**config.mk**
```make
export PLATFORM = sky130hd
export DESIGN_NAME = div_seq
export DESIGN_NICKNAME = d
export VERILOG_FILES = /design/src/rtl/div_seq.sv
export SDC_FILE = /design/constraint.sdc
export NUM_CORES = 1
export LEC_CHECK = 0
export ABC_AREA = 1
export CAP_MARGIN = 20
export CORE_ASPECT_RATIO = 2
export CORE_MARGIN = 2
export CORE_UTILIZATION = 32
export CTS_BUF_LIST = sky130_fd_sc_hd__clkbuf_4
export DETAILED_ROUTE_END_ITERATION = 12
export PLACE_DENSITY_LB_ADDON = 0.05
export SETUP_SLACK_MARGIN = 0.4
export SYNTH_ARGS = -nofsm -noshare
export SYNTH_HDL_FRONTEND = slang
export SYNTH_SLANG_ARGS = --single-unit
export TNS_END_PERCENT = 30
```
**constraint.sdc**
```tcl
create_clock -name clk -period 5.6 [get_ports clk]
set_clock_uncertainty 0.1 [all_clocks]
set_input_delay 0.56 -clock clk [delete_from_list [all_inputs] [get_ports clk]]
set_output_delay 0.56 -clock clk [all_outputs]
set_load 0.02 [all_outputs]
```
**src/rtl/div_seq.sv**
```systemverilog
// Sequential radix-2 restoring divider for the EX stage: 32-bit quotient and remainder in 33 cycles.
// Optional macro DIV_SIGNED_EN enables signed division selected by signed_div_i; otherwise every division is unsigned.
module div_seq (
    input  logic        clk,
    input  logic        rst_n,
    input  logic        signed_div_i,
    input  logic [31:0] opdata1_i,
    input  logic [31:0] opdata2_i,
    input  logic        start_i,
    input  logic        annul_i,
    output logic [63:0] result_o,
    output logic        ready_o,
    output logic        stallreq_o
);

    typedef enum logic [1:0] {
        S_FREE    = 2'b00,
        S_DIVZERO = 2'b01,
        S_ON      = 2'b10,
        S_END     = 2'b11
    } state_t;

    state_t      r_state;
    logic [5:0]  r_cnt;
    logic [64:0] r_part;
    logic [31:0] r_divisor;
    logic [63:0] r_result;
    logic        r_ready;

    logic [31:0] w_abs_dividend;
    logic [31:0] w_abs_divisor;
    logic [33:0] w_trial;
    logic [64:0] w_part_next;
    logic [31:0] w_quot;
    logic [31:0] w_rem;
    logic        w_unused;

    // Trial subtraction on the upper 33 bits; a borrow means the quotient bit is 0.
    // A non-borrowing difference is always below the divisor, so w_trial[32] is zero there.
    assign w_trial     = {1'b0, r_part[64:32]} - {2'b00, r_divisor};
    assign w_part_next = w_trial[33] ? {r_part[63:0], 1'b0}
                                     : {w_trial[31:0], r_part[31:0], 1'b1};

`ifdef DIV_SIGNED_EN
    logic r_neg_quot;
    logic r_neg_rem;
    logic w_neg_a;
    logic w_neg_b;

    function automatic logic [31:0] neg32(input logic [31:0] v);
        return ~v + 32'd1;
    endfunction

    assign w_neg_a        = signed_div_i & opdata1_i[31];
    assign w_neg_b        = signed_div_i & opdata2_i[31];
    // -2^31 maps to 32'h80000000, which is correct when read as unsigned.
    assign w_abs_dividend = w_neg_a ? neg32(opdata1_i) : opdata1_i;
    assign w_abs_divisor  = w_neg_b ? neg32(opdata2_i) : opdata2_i;
    assign w_quot         = r_neg_quot ? neg32(w_part_next[31:0])  : w_part_next[31:0];
    assign w_rem          = r_neg_rem  ? neg32(w_part_next[64:33]) : w_part_next[64:33];
    assign w_unused       = w_trial[32];

    // Sign-correction flags, captured together with the operands.
    always_ff @(posedge clk or negedge rst_n) begin
        if (!rst_n) begin
            r_neg_quot <= 1'b0;
            r_neg_rem  <= 1'b0;
        end else if (!annul_i && (r_state == S_FREE) && start_i) begin
            r_neg_quot <= w_neg_a ^ w_neg_b;
            r_neg_rem  <= w_neg_a;
        end else begin
            r_neg_quot <= r_neg_quot;
            r_neg_rem  <= r_neg_rem;
        end
    end
`else
    assign w_abs_dividend = opdata1_i;
    assign w_abs_divisor  = opdata2_i;
    assign w_quot         = w_part_next[31:0];
    assign w_rem          = w_part_next[64:33];
    assign w_unused       = w_trial[32] ^ signed_div_i;
`endif

    // Control FSM with datapath and registered result/ready.
    always_ff @(posedge clk or negedge rst_n) begin
        if (!rst_n) begin
            r_state   <= S_FREE;
            r_cnt     <= 6'd0;
            r_part    <= 65'd0;
            r_divisor <= 32'd0;
            r_result  <= 64'd0;
            r_ready   <= 1'b0;
        end else if (annul_i) begin
            r_state  <= S_FREE;
            r_result <= 64'd0;
            r_ready  <= 1'b0;
        end else begin
            case (r_state)
                S_FREE: begin
                    r_result <= 64'd0;
                    r_ready  <= 1'b0;
                    if (start_i) begin
                        r_cnt     <= 6'd0;
                        r_part    <= {32'd0, w_abs_dividend, 1'b0};
                        r_divisor <= w_abs_divisor;
                        r_state   <= (opdata2_i == 32'd0) ? S_DIVZERO : S_ON;
                    end else begin
                        r_state <= S_FREE;
                    end
                end
                S_DIVZERO: begin
                    r_state  <= S_END;
                    r_result <= 64'd0;
                    r_ready  <= 1'b1;
                end
                S_ON: begin
                    r_part <= w_part_next;
                    r_cnt  <= r_cnt + 6'd1;
                    if (r_cnt == 6'd31) begin
                        r_state  <= S_END;
                        r_result <= {w_rem, w_quot};
                        r_ready  <= 1'b1;
                    end else begin
                        r_state  <= S_ON;
                        r_result <= 64'd0;
                        r_ready  <= 1'b0;
                    end
                end
                S_END: begin
                    if (!start_i) begin
                        r_state  <= S_FREE;
                        r_result <= 64'd0;
                        r_ready  <= 1'b0;
                    end else begin
                        r_state  <= S_END;
                        r_result <= r_result;
                        r_ready  <= 1'b1;
                    end
                end
                default: begin
                    r_state  <= S_FREE;
                    r_result <= 64'd0;
                    r_ready  <= 1'b0;
                end
            endcase
        end
    end

    assign result_o   = r_result;
    assign ready_o    = r_ready;
    assign stallreq_o = start_i & ~r_ready;

endmodule

```
# Word-level counts from Yosys, hierarchy flattened
# Cells that the tools add are included.
[word_totals]
word_cells = 42
regBits = 170
inputBits = 69
out_inout_bits = 66
[op_classes]
bitwise_logic = 3
addsub = 2
n_eq_ne = 6
n_mux = 19
reduce_logical = 6
[op_table]
columns = ["op", "n"]
rows = [
  ["two-way mux 64 bit", 3],
  ["case mux 64 bit (3 select lines)", 1],
  ["two-way mux 65 bit", 2],
  ["case mux 65 bit (2 select lines)", 1],
  ["subtractor 33 x 32 -> 34 bit", 1],
  ["logical NOT 32 bit", 1],
  ["case mux 6 bit (2 select lines)", 1],
  ["two-way mux 2 bit", 4],
  ["case mux 2 bit (4 select lines)", 1],
  ["adder 6 x 1 -> 6 bit (second input constant)", 1],
  ["equality test 6 x 5 -> 1 bit (second input constant)", 1],
  ["two-way mux 6 bit", 1],
  ["AND reduction 3 bit", 2],
  ["equality test 2 bit (second input constant)", 2],
  ["two-way mux 1 bit", 4],
  ["case mux 1 bit (4 select lines)", 1],
  ["inequality test 3 bit (second input constant)", 1],
  ["equality test 2 x 1 -> 1 bit (second input constant)", 1],
  ["logical NOT 2 bit", 1],
  ["inequality test 2 bit (second input constant)", 1],
  ["NOT 1 bit", 2],
  ["nonzero test 2 bit", 1],
  ["OR reduction 2 bit", 1],
  ["bitwise AND 1 bit", 1],
]

# Logic depth before layout (Yosys ltp)
# Gate-level depths: netlist of the first run.
[logic_depth]
depth_word = 5
depth_mapped = 17

# Worst setup path after synthesis of the first run
# No wires, ideal clock.
[synth_timing]
path_kind = "reg2reg"
from = "reg r_part[32]"
to = "reg r_part[49]"
synth_period_minus_slack_ps = 2127
path_stages_with_launch = 15
t_required_ps = 5383
setup_slack_ps = 3473
arrival_ps = 1909
setup_time_ps = 117
path_cell_list = "dfrtp_1 -> inv_1 -> ha_1 -> inv_1 -> fa_1 -> nand3_1 -> nand3_1 -> nand2_1 -> nand3_1 -> a21oi_1 -> inv_1 -> nand2_1 -> nand3_1 -> nand3_1 -> nand2_1"
[synth_between]
elab_chain_cells = 3
[synth_rtl]
columns = ["element", "line", "text"]
rows = [
  ["start: declaration", "25", "logic [64:0] r_part;"],
  ["start signal: assignment", "104", "r_part <= {32'd0, w_abs_dividend, 1'b0};"],
  ["start signal: assignment", "117", "r_part <= w_part_next;"],
  ["subtractor 33 x 32 -> 34 bit", "40", "assign w_trial = {1'b0, r_part[64:32]} - {2'b00, r_divisor};"],
  ["two-way mux 65 bit", "41", "assign w_part_next = w_trial[33] ? {r_part[63:0], 1'b0}"],
  ["case mux 65 bit (2 select lines)", "98", "case (r_state)"],
]
# Every way passes these cells.
# A chain may end at the register's enable or synchronous reset.

# Worst setup path after layout of the first run
[layout_timing]
from = "reg r_state[1]"
to = "reg r_result[12] (netlist: result_o[12])"
[layout_between]
elab_chain_cells = 4
word_cells_on_any_way = 8
classes_between = "eq/ne: 4; mux: 2; reduce/logical: 2"
[layout_rtl]
columns = ["element", "line", "text"]
rows = [
  ["start: declaration", "23", "state_t r_state;"],
  ["start signal: assignment", "106", "r_state <= (opdata2_i == 32'd0) ? S_DIVZERO : S_ON;"],
  ["equality test 2 x 1 -> 1 bit or logical NOT 2 bit (tied branches)", "98", ""],
  ["OR reduction 2 bit (no line)", "--", ""],
  ["case mux 64 bit (3 select lines)", "98", ""],
  ["two-way mux 64 bit", "93", "end else if (annul_i) begin"],
  ["end signal: assignment", "121", "r_result <= {w_rem, w_quot};"],
  ["end signal: assignment", "136", "r_result <= r_result;"],
  ["end: declaration", "27", "logic [63:0] r_result;"],
]
# Several ways; a longest one is shown, not always the timed one.

==> reports/metrics.csv, run 1 <==
stage,metric,value,unit
synthesis,synthesis.area,9720,sq um
floorplanning,rows,90,
power_and_ir_drop,leakage,6.18,nW
timing,worstMarginPinSlew,845,ps
floorplanning,io_pins,135,
setup_path,r2r_setup_slack,2290,ps
clock_tree,cts_htree_levels,4,
grt,grt_usage,20.3,%
synthesis,syn_avg_cell_area,7.16,sq um
routing,routed_wl,31200,microns
clock_tree,clkTransAtPathRegs,170,ps
run,maxCapViolCount,0,
clock_tree,clockRootBuffer,clkbuf_4,
setup_path,cp-end-kind,flip-flop,
grt,antenna_found_initial,1,
routing,drt_first_pass_iters,5,
placement,gp_congestion,0.908,
hold_path,hold_path_class,in -> async,
synthesis,syn-instance-count,1357,
setup_path,crit_path_max_incr_delay,650,ps
setup_path,worstPathCellList,inv_1 > nor2_1 > buf_4 > inv_1 > nor2_4 > buf_4 > inv_2 > nor2_2 > buf_4 > inv_2 > o21ai_0,
timing,period_minus_slack,3310,ps
setup_path,critical_path_buf_inv_count,7,
synthesis,syn-num-nets,1460,
setup_path,worstSetupPathType,reg -> reg,
grt,grt_pass1_wl,49400,microns
setup_path,cp_top_family,buffers and inverters,
floorplanning,die_area,31900,sq um
clock_tree,clock-sinks,170,
routing,vias_per_cell,4.65,
grt,grt-busiest-layer,met2,
routing,vias,8638,
timing,drv_slew,0,
timing,finalSetupViolCount,0,
timing,max-slew-margin-rel,43.6,%
clock_tree,cts_buffers,17,
clock_tree,postCtsSetupBuffers,0,
setup_path,arrival,3770,ps
layout,fin_util,38.9,%
setup_path,cp_data_required_time,6060,ps
setup_path,path_max_fanout,56,
grt,grt_max_degree,72,
power_and_ir_drop,power_density,448,nW/um^2
timing,post-route-period-util,59.0,%
routing,drt_iter0_drc,340,
timing,rsz0062_at_grt,no,
routing,route.detailed.drc,0,
grt,grt_use_met1,21.0,%
placement,dp_hpwl,23100,microns
setup_path,critical_path.startpoint_type,flip-flop,
grt,grt_use_met2,39.3,%
grt,use_met3,3.40,%
setup_path,slowest_stage,buf_4,
placement,io_buffers,133,
timing,finalHoldViolations,0,
run_status,status,completed,
setup_path,crit_top_cell,buf_4,
routing,avgRoutedWirePerCell,16.8,microns
routing,detail-route-antenna-nets,0,
timing,fmax,303,MHz
synthesis,ys_warn_count,0,
synthesis,ys_ff_latch,170,
clock_tree,cts_tree,built,
floorplanning,start_util,32.3,%
synthesis,yosysSeqAreaShare,43.8,%
grt,first_global_vias,8996,
placement,dp_slack,1990,ps
clock_tree,cts_buffer_depth,2,
layout,layout-drive-gt1-share,5.17,%
timing,timing.hold.ws,375,ps
timing,fin_tns_setup,0,ps
floorplanning,dieHeight,250,microns
timing,worst_slack,2290,ps
grt,overflow,0,
layout,syn_to_final_growth,20.4,%
synthesis,yosys.cell_types.count,37,
floorplanning,die_width,127,microns
power_and_ir_drop,peakVddDrop,0.246,mV
floorplanning,core_area,30100,sq um
clock_tree,insertion_delay,640,ps
layout,layout.nets,1579,
[layer usage]
metal,share of wire (%),routed length [microns],up-vias
li1,-,-,4431
met1,38,11800,4019
met2,55,17200,145
met3,2.8,882,43
met4,4.0,1250,0
met5,0,0,-
[path summary, 6_finish.rpt]
path	startpoint	cells after the start	to
min in group clk	opdata2_i[7]	3	r_divisor[7]$_DFFE_PN0P_
max reg2reg	r_state[1]$_DFF_PN0_	11	result_o[12]$_DFFE_PN0P_
min reg2reg	result_o[58]$_DFFE_PN0P_	2	result_o[58]$_DFFE_PN0P_
max in group asynchronous	rst_n	3	result_o[18]$_DFFE_PN0P_
max	r_state[1]$_DFF_PN0_	11	result_o[12]$_DFFE_PN0P_
min	rst_n	2	result_o[36]$_DFFE_PN0P_
[area by class of cell]
type | instances | area (sq um)
antenna | 1 | 2.50
clock buffer | 17 | 128
clock inverter | 15 | 165
fill | 3258 | 18400
inverter | 256 | 963
multi-input combinational | 888 | 4320
sequential | 170 | 4250
tap | 368 | 460
timing repair buffer | 143 | 1410
[worst reg2reg max path, cell delays in order, from the launching register on]
cell and delay [ps]:
dfrtp_1 400, inv_1 120, nor2_1 110, buf_4 260, inv_1 120, nor2_4 80
buf_4 650, inv_2 150, nor2_2 130, buf_4 430, inv_2 400, o21ai_0 300
[where the power goes]
group          total [W]  switching, W  internal, W
combinational    0.00289       0.00197     0.000912
clock           0.000782      0.000508     0.000274
sequential       0.00157      0.000150      0.00142
[timing repair]
| item | CTS | global route |
|---|---|---|
| resized for setup | 0 | 0 |
| hold buffers | 1 | 0 |
| hold endpoints to repair | 69 | 0 |
[synthesized netlist by cell type, drive strengths merged]
master | n | area, sq um
inv | 255 | 960
fa | 1 | 20.0
o22ai | 2 | 12.5
nand3b | 4 | 30.0
and2 | 1 | 6.26
o21bai | 3 | 22.5
a221oi | 1 | 8.76
a21o | 1 | 7.51
buf | 16 | 101
o21ai | 105 | 529
a22oi | 22 | 165
a21oi | 25 | 129
a211oi | 1 | 7.51
dfrtp | 170 | 4250
nand4 | 13 | 81.3
o211ai | 10 | 75.1
nand3 | 99 | 500
nand2 | 483 | 1870
nor3 | 9 | 45.0
clkbuf | 27 | 105
xnor2 | 16 | 140
nor2 | 59 | 226
ha | 33 | 413
clkinv | 1 | 3.75
[registers in the layout, summed over array words and instances, names as in the netlist]
register and count:
ready_o 1, result_o 64, r_part 65, r_cnt 6, r_state 2, r_divisor 32
[cell families (layout without fill, tap and decap cells)]
logic type      Yosys count  count (layout)  synth area share, %
buf+inv                 299             431                 12.0
xor+xnor                 16              16                 1.44
flops                   170             170                 43.8
compound gates          170             170                 9.85
simple gates            668             668                 28.4
fa+ha+maj                34              34                 4.46
other cells               0               1                    0
[cell usage in the layout (no fill, tap or decap), types with 3 or more instances in the layout]
cell type	instances
a22oi_1	22
nand2_2	22
inv_6	3
inv_2	4
dfrtp_1	170
nand3_1	98
clkinv_2	3
clkbuf_4	17
o21ai_0	100
nand4_1	13
o21ai_1	4
nor3_1	9
a21oi_1	24
nand2_1	460
clkinv_4	3
ha_1	33
inv_1	250
clkdlybuf4s50_1	132
nor2_1	56
xnor2_1	16
o21bai_1	3
o211ai_1	10
nand3b_1	4
buf_4	9
[stage by stage]
stage	instance area [sq um]	std cells	power (W)
2_1_floorplan	9720	1357	0.00370
3_3_place_gp	11400	1824	0.00450
3_5_place_dp	11400	1824	0.00451
4_1_cts	11700	1857	0.00533
5_1_grt	11700	1858	0.00574
6_report	11700	1858	0.00524
(Power assumes the default switching activity.)
==> run 2: changes to the inputs <==
==> constraint.sdc (replaced) <==
create_clock -name clk -period 2.67 [get_ports clk]
set_clock_uncertainty 0.1 [all_clocks]
set_input_delay 0.267 -clock clk [delete_from_list [all_inputs] [get_ports clk]]
set_output_delay 0.267 -clock clk [all_outputs]
set_load 0.02 [all_outputs]
==> run 2 against run 1 <==
Compared with the run above: critical path depth increased by 2; hold slack got worse by 280 ps; first-iteration DRC count grew 0.88%; largest cell class unchanged; total power increased to 2.7 times the previous value; largest power group unchanged.
==> reports/metrics.csv, run 2 (synthesis gave the netlist of run 1 again) <==
stage,metric,value,unit
run_status,status,completed,
routing,vias,9238,
routing,drt_iter0_drc,343,
grt,overflow,0,
power_and_ir_drop,power_density,1040,nW/um^2
grt,antenna_found_initial,1,
setup_path,path_max_fanout,8,
power_and_ir_drop,internal-power,0.00718,W
hold_path,holdPathEnd,r_divisor[5]$_DFFE_PN0P_,
layout,regMostFlops,r_part,
layout,final_cell_mix,"nand2_1, inv_1, dfrtp_1",
routing,vias_per_cell,4.75,
setup_path,rr_worst_depth,13,
setup_path,cp_data_required_time,3100,ps
setup_path,worstSetupPathType,reg -> reg,
placement,gp_congestion,0.928,
power_and_ir_drop,peakVddDrop,0.375,mV
clock_tree,cts_tree,built,
setup_path,critical_path.startpoint_type,flip-flop,
floorplanning,die_area,31900,sq um
clock_tree,clock-sinks,170,
setup_path,r2r_start,r_part[62]$_DFFE_PN0P_,
timing,worst_slack,419,ps
layout,fill_cells,3155,
clock_tree,clkTransAtPathRegs,170,ps
hold_path,whs_path_depth,3,
placement,dp_hpwl,24100,microns
grt,grt_usage,21.4,%
setup_path,r2r_setup_slack,420,ps
clock_tree,cts_buffers,17,
power_and_ir_drop,comb_power_share,64.6,%
setup_path,arrival,2680,ps
timing,max-slew-margin-rel,46.9,%
layout,fin_util,44.5,%
routing,route.detailed.drc,0,
hold_path,hold_start,opdata2_i[5],
floorplanning,core_area,30100,sq um
timing,fin_tns_setup,0,ps
floorplanning,dieHeight,250,microns
layout,multiInputGateArea,5200,sq um
timing,drv_slew,0,
timing,rsz0062_at_grt,yes,
timing,finalHoldViolations,0,
hold_path,hold_path_class,in -> reg,
layout,final_common_cell,nand2_1,
layout,register_area,4260,sq um
power_and_ir_drop,p_sw_share,48.5,%
floorplanning,rows,90,
floorplanning,io_pins,135,
grt,grt_pass1_wl,52000,microns
routing,routed_wl,33300,microns
placement,io_buffers,133,
power_and_ir_drop,leakage,6.78,nW
routing,avgRoutedWirePerCell,17.1,microns
run,maxCapViolCount,0,
clock_tree,cts_buffer_depth,2,
grt,first_global_vias,9523,
timing,finalSetupViolCount,0,
clock_tree,insertion_delay,640,ps
timing,post-route-period-util,84.3,%
setup_path,r2r_end,r_part[63]$_DFFE_PN0P_,
power_and_ir_drop,power_switching,0.00678,W
timing,period_minus_slack,2250,ps
routing,detail-route-antenna-nets,0,
floorplanning,start_util,32.3,%
power_and_ir_drop,seqPwrFrac,24.2,%
timing,worstMarginPinSlew,797,ps
grt,grt_max_degree,56,
timing,fmax,444,MHz
setup_path,critical_path.startpoint,r_part[62]$_DFFE_PN0P_,
clock_tree,cts_htree_levels,4,
clock_tree,clockRootBuffer,clkbuf_4,
layout,layout-drive-gt1-share,20.2,%
placement,dp_slack,85.6,ps
layout,layout.nets,1667,
timing,timing.hold.ws,97.3,ps
routing,drt_first_pass_iters,5,
power_and_ir_drop,p_clk_share,11.2,%
layout,largest_reg_flops,65,
layout,syn_to_final_growth,37.5,%
setup_path,cp-end-kind,flip-flop,
floorplanning,die_width,127,microns
==> run 2: worst max-delay path by stage <==
| stage | to | slack [ps] | cells after the start |
|---|---|---|---|
| floorplan | r_part[49]$_DFFE_PN0P_ | 540 | 14 |
| finish | r_part[63]$_DFFE_PN0P_ | 420 | 13 |
| global route | r_part[52]$_DFFE_PN0P_ | 330 | 12 |
| CTS | result_o[51]$_DFFE_PN0P_ | 390 | 16 |
| detailed placement | r_part[49]$_DFFE_PN0P_ | 90 | 14 |
| global placement | r_part[49]$_DFFE_PN0P_ | 70 | 14 |
==> run 2: power by group through the flow <==
stage	logic [W]	clock network [W]	registers [W]
2_1_floorplan	0.00452	0	0.00325
3_3_place_gp	0.00680	0	0.00335
3_5_place_dp	0.00682	0	0.00335
4_1_cts	0.00798	0.00166	0.00336
5_1_grt	0.00992	0.00174	0.00343
6_report	0.00902	0.00156	0.00338
==> run 2: timing repair <==
item | CTS | global route
gates cloned | 0 | 1
setup buffers | 31 | 20
pin swaps | 28 | 36
endpoints found under the setup margin | 66 | 65
hold endpoints to repair | 170 | 0
hold buffers | 2 | 0
gates resized for setup | 103 | 92
==> run 2: stage by stage <==
| step | instances | instance area (sq um) | power (W) |
|---|---|---|---|
| 5_1_grt | 1946 | 13400 | 0.0151 |
| 3_3_place_gp | 1859 | 11700 | 0.0101 |
| 4_1_cts | 1924 | 12800 | 0.0130 |
| 3_5_place_dp | 1859 | 11700 | 0.0102 |
| 6_report | 1946 | 13400 | 0.0140 |
| 2_1_floorplan | 1357 | 9720 | 0.00777 |
==> run 2: per-layer routing <==
| metal | part of all wire [%] | track usage, % | up-vias |
|---|---|---|---|
| li1 | - | - | 4612 |
| met5 | 0 | 0 | - |
| met4 | 4.3 | 9.54 | 0 |
| met3 | 3.8 | 4.21 | 60 |
| met1 | 37 | 22.3 | 4392 |
| met2 | 55 | 40.8 | 174 |
==> run 2: layout make-up <==
| type | count | share of cell area [%] |
|---|---|---|
| inverter | 256 | 7.30 |
| antenna | 1 | 0.0187 |
| timing repair buffer | 231 | 16.4 |
| multi-input combinational | 888 | 38.9 |
| sequential | 170 | 31.9 |
| clock inverter | 15 | 1.11 |
| clock buffer | 17 | 0.955 |
| tap | 368 | 3.45 |
==> run 2: worst max-delay path: stages (launching register included) <==
cell and delay (ps):
dfrtp_2 470, ha_4 270, a21oi_4 150, nor2_1 50
nor3_1 140, nand2_1 140, a21oi_4 200, nand2_8 110
buf_12 150, buf_12 140, nand3_4 60, nand2_2 60
nand2_1 50, nand2_1 50
==> run 3: changes to the inputs <==
==> constraint.sdc (replaced) <==
create_clock -name clk -period 1.85 [get_ports clk]
set_clock_uncertainty 0.1 [all_clocks]
set_input_delay 0.185 -clock clk [delete_from_list [all_inputs] [get_ports clk]]
set_output_delay 0.185 -clock clk [all_outputs]
set_load 0.02 [all_outputs]
==> run 3 against run 2 <==
Compared with the run above: the run now ends with setup timing left; non-clock buffer count up 140; total power rose by 68%; worst setup slack worse by 820 ps; first-iteration DRC count down 9.0%; core utilization rose by 6.5 points; global-route usage up 0.44 points; sequential share of layout area fell by 4.1 points; sequential power increased by 43%; sequential cell count is the same; combinational power increased by 80%; critical path depth unchanged; highest routed layer unchanged.
==> reports/metrics.csv, run 3 (synthesis gave the netlist of run 1 again) <==
stage,metric,value,unit
power_and_ir_drop,peakVddDrop,0.678,mV
routing,routed_wl,34100,microns
setup_path,worstSetupPathType,reg -> reg,
clock_tree,cts_htree_levels,4,
hold_path,hold_path_class,in -> reg,
layout,register_area,4260,sq um
layout,final_cell_mix,"nand2_1, inv_1, buf_4",
grt,grt_pass1_wl,53000,microns
setup_path,cp-end-kind,flip-flop,
layout,fin_cells,2088,
power_and_ir_drop,leakage,7.87,nW
timing,finalHoldViolations,0,
placement,io_buffers,133,
grt,grt_max_degree,49,
floorplanning,start_util,32.3,%
timing,post-route-period-util,121,%
clock_tree,insertion_delay,650,ps
timing,max-slew-margin-rel,38.0,%
timing,fmax,445,MHz
timing,timing.hold.ws,59.3,ps
floorplanning,rows,90,
clock_tree,cts_buffers,17,
run_status,status,"complete, but fails checks",
clock_tree,clockRootBuffer,clkbuf_4,
run,maxCapViolCount,0,
floorplanning,io_pins,135,
setup_path,critical_path.startpoint_type,flip-flop,
setup_path,path_max_fanout,7,
clock_tree,cts_buffer_depth,2,
run_status,violations,setup timing,
placement,dp_hpwl,25600,microns
grt,antenna_found_initial,2,
layout,fin_area,15300,sq um
placement,gp_congestion,0.925,
routing,route.detailed.drc,0,
timing,worstMarginPinSlew,930,ps
timing,worst_slack,-396,ps
routing,drt_iter0_drc,312,
layout,syn_to_final_growth,57.7,%
layout,fill_cells,2990,
floorplanning,die_area,31900,sq um
floorplanning,core_area,30100,sq um
power_and_ir_drop,power_density,1530,nW/um^2
timing,finalSetupViolCount,66,
layout,regMostFlops,r_part,
clock_tree,clkTransAtPathRegs,170,ps
timing,fin_tns_setup,-22220,ps
grt,first_global_vias,10200,
layout,largest_reg_flops,65,
routing,drt_first_pass_iters,6,
timing,period_minus_slack,2250,ps
routing,vias_per_cell,4.64,
routing,vias,9678,
layout,final_common_cell,nand2_1,
routing,detail-route-antenna-nets,0,
timing,rsz0062_at_grt,yes,
routing,avgRoutedWirePerCell,16.3,microns
placement,dpl_cell_area,13400,sq um
setup_path,cp_data_required_time,2300,ps
layout,multiInputGateArea,5670,sq um
clock_tree,cts_tree,built,
timing,drv_slew,0,
grt,grt_usage,21.9,%
floorplanning,die_width,127,microns
grt,overflow,0,
placement,dpl.cell_count,1989,
floorplanning,dieHeight,250,microns
layout,fin_util,51.0,%
clock_tree,clock-sinks,170,
setup_path,arrival,2700,ps
layout,layout.nets,1808,
layout,layout-drive-gt1-share,33.8,%
==> run 3: power breakdown <==
part | internal, W | switching [W] | total [W] | leakage, nW
logic | 0.00749 | 0.00875 | 0.0162 | 5.47
registers | 0.00432 | 0.000520 | 0.00484 | 2.25
clock network | 0.000851 | 0.00157 | 0.00242 | 0.156
==> run 3: area by class of cell <==
type	count	area share, %
multi-input cells	888	37.0
flip-flops and latches	170	27.8
repair buffers	371	23.8
inverters	256	6.35
well taps	368	3.01
clock inverters	15	1.14
clock buffers	17	0.833
repair inverters	1	0.0735
diodes	2	0.0327
==> run 3: final timing paths <==
| check | from | to | slack (ps) | cells after the start |
|---|---|---|---|---|
| max | r_divisor[23]$_DFFE_PN0P_ | r_part[40]$_DFFE_PN0P_ | -400 | 13 |
| min | opdata1_i[9] | r_part[10]$_DFFE_PN0P_ | 60 | 3 |
| max reg2reg | r_divisor[23]$_DFFE_PN0P_ | r_part[40]$_DFFE_PN0P_ | -400 | 13 |
| min reg2reg | r_divisor[5]$_DFFE_PN0P_ | r_divisor[5]$_DFFE_PN0P_ | 400 | 2 |
| max in group asynchronous | rst_n | result_o[29]$_DFFE_PN0P_ | 700 | 4 |
| min in group asynchronous | rst_n | r_divisor[19]$_DFFE_PN0P_ | 260 | 3 |
==> run 3: worst max-delay path, cell delays in order (launching register included) <==
cell and delay (ps):
dfrtp_1 430, inv_2 140, ha_4 240, nand2_4 70, inv_1 50, a21oi_2 180
o21ai_4 100, a21oi_4 210, nand2_8 140, inv_12 130, buf_12 140, nand2_1 80
nand3_1 70, nand2_1 50
==> run 3: per-stage QoR <==
step | total power (W) | setup slack, ps
2_1_floorplan | 0.0124 | -123
3_5_place_dp | 0.0180 | -476
3_3_place_gp | 0.0179 | -464
4_1_cts | 0.0223 | -360
6_report | 0.0235 | -396
5_1_grt | 0.0253 | -487
==> run 3: metal layers <==
layer  vias to the layer above  routed length, microns  global-route usage [%]
li1                       4909                       -                       -
met2                       142                   19400                    42.9
met3                        62                     899                    3.18
met5                         -                       0                       0
met4                         0                    1800                    12.4
met1                      4565                   12000                    21.2
==> run 3: timing repair <==
action,in CTS,in global routing
hold buffers,37,0
cloned,2,1
setup endpoints to repair,225,257
buffers inserted,9,16
pin swaps,19,99
hold endpoints to repair,203,0
gates resized for setup,315,367
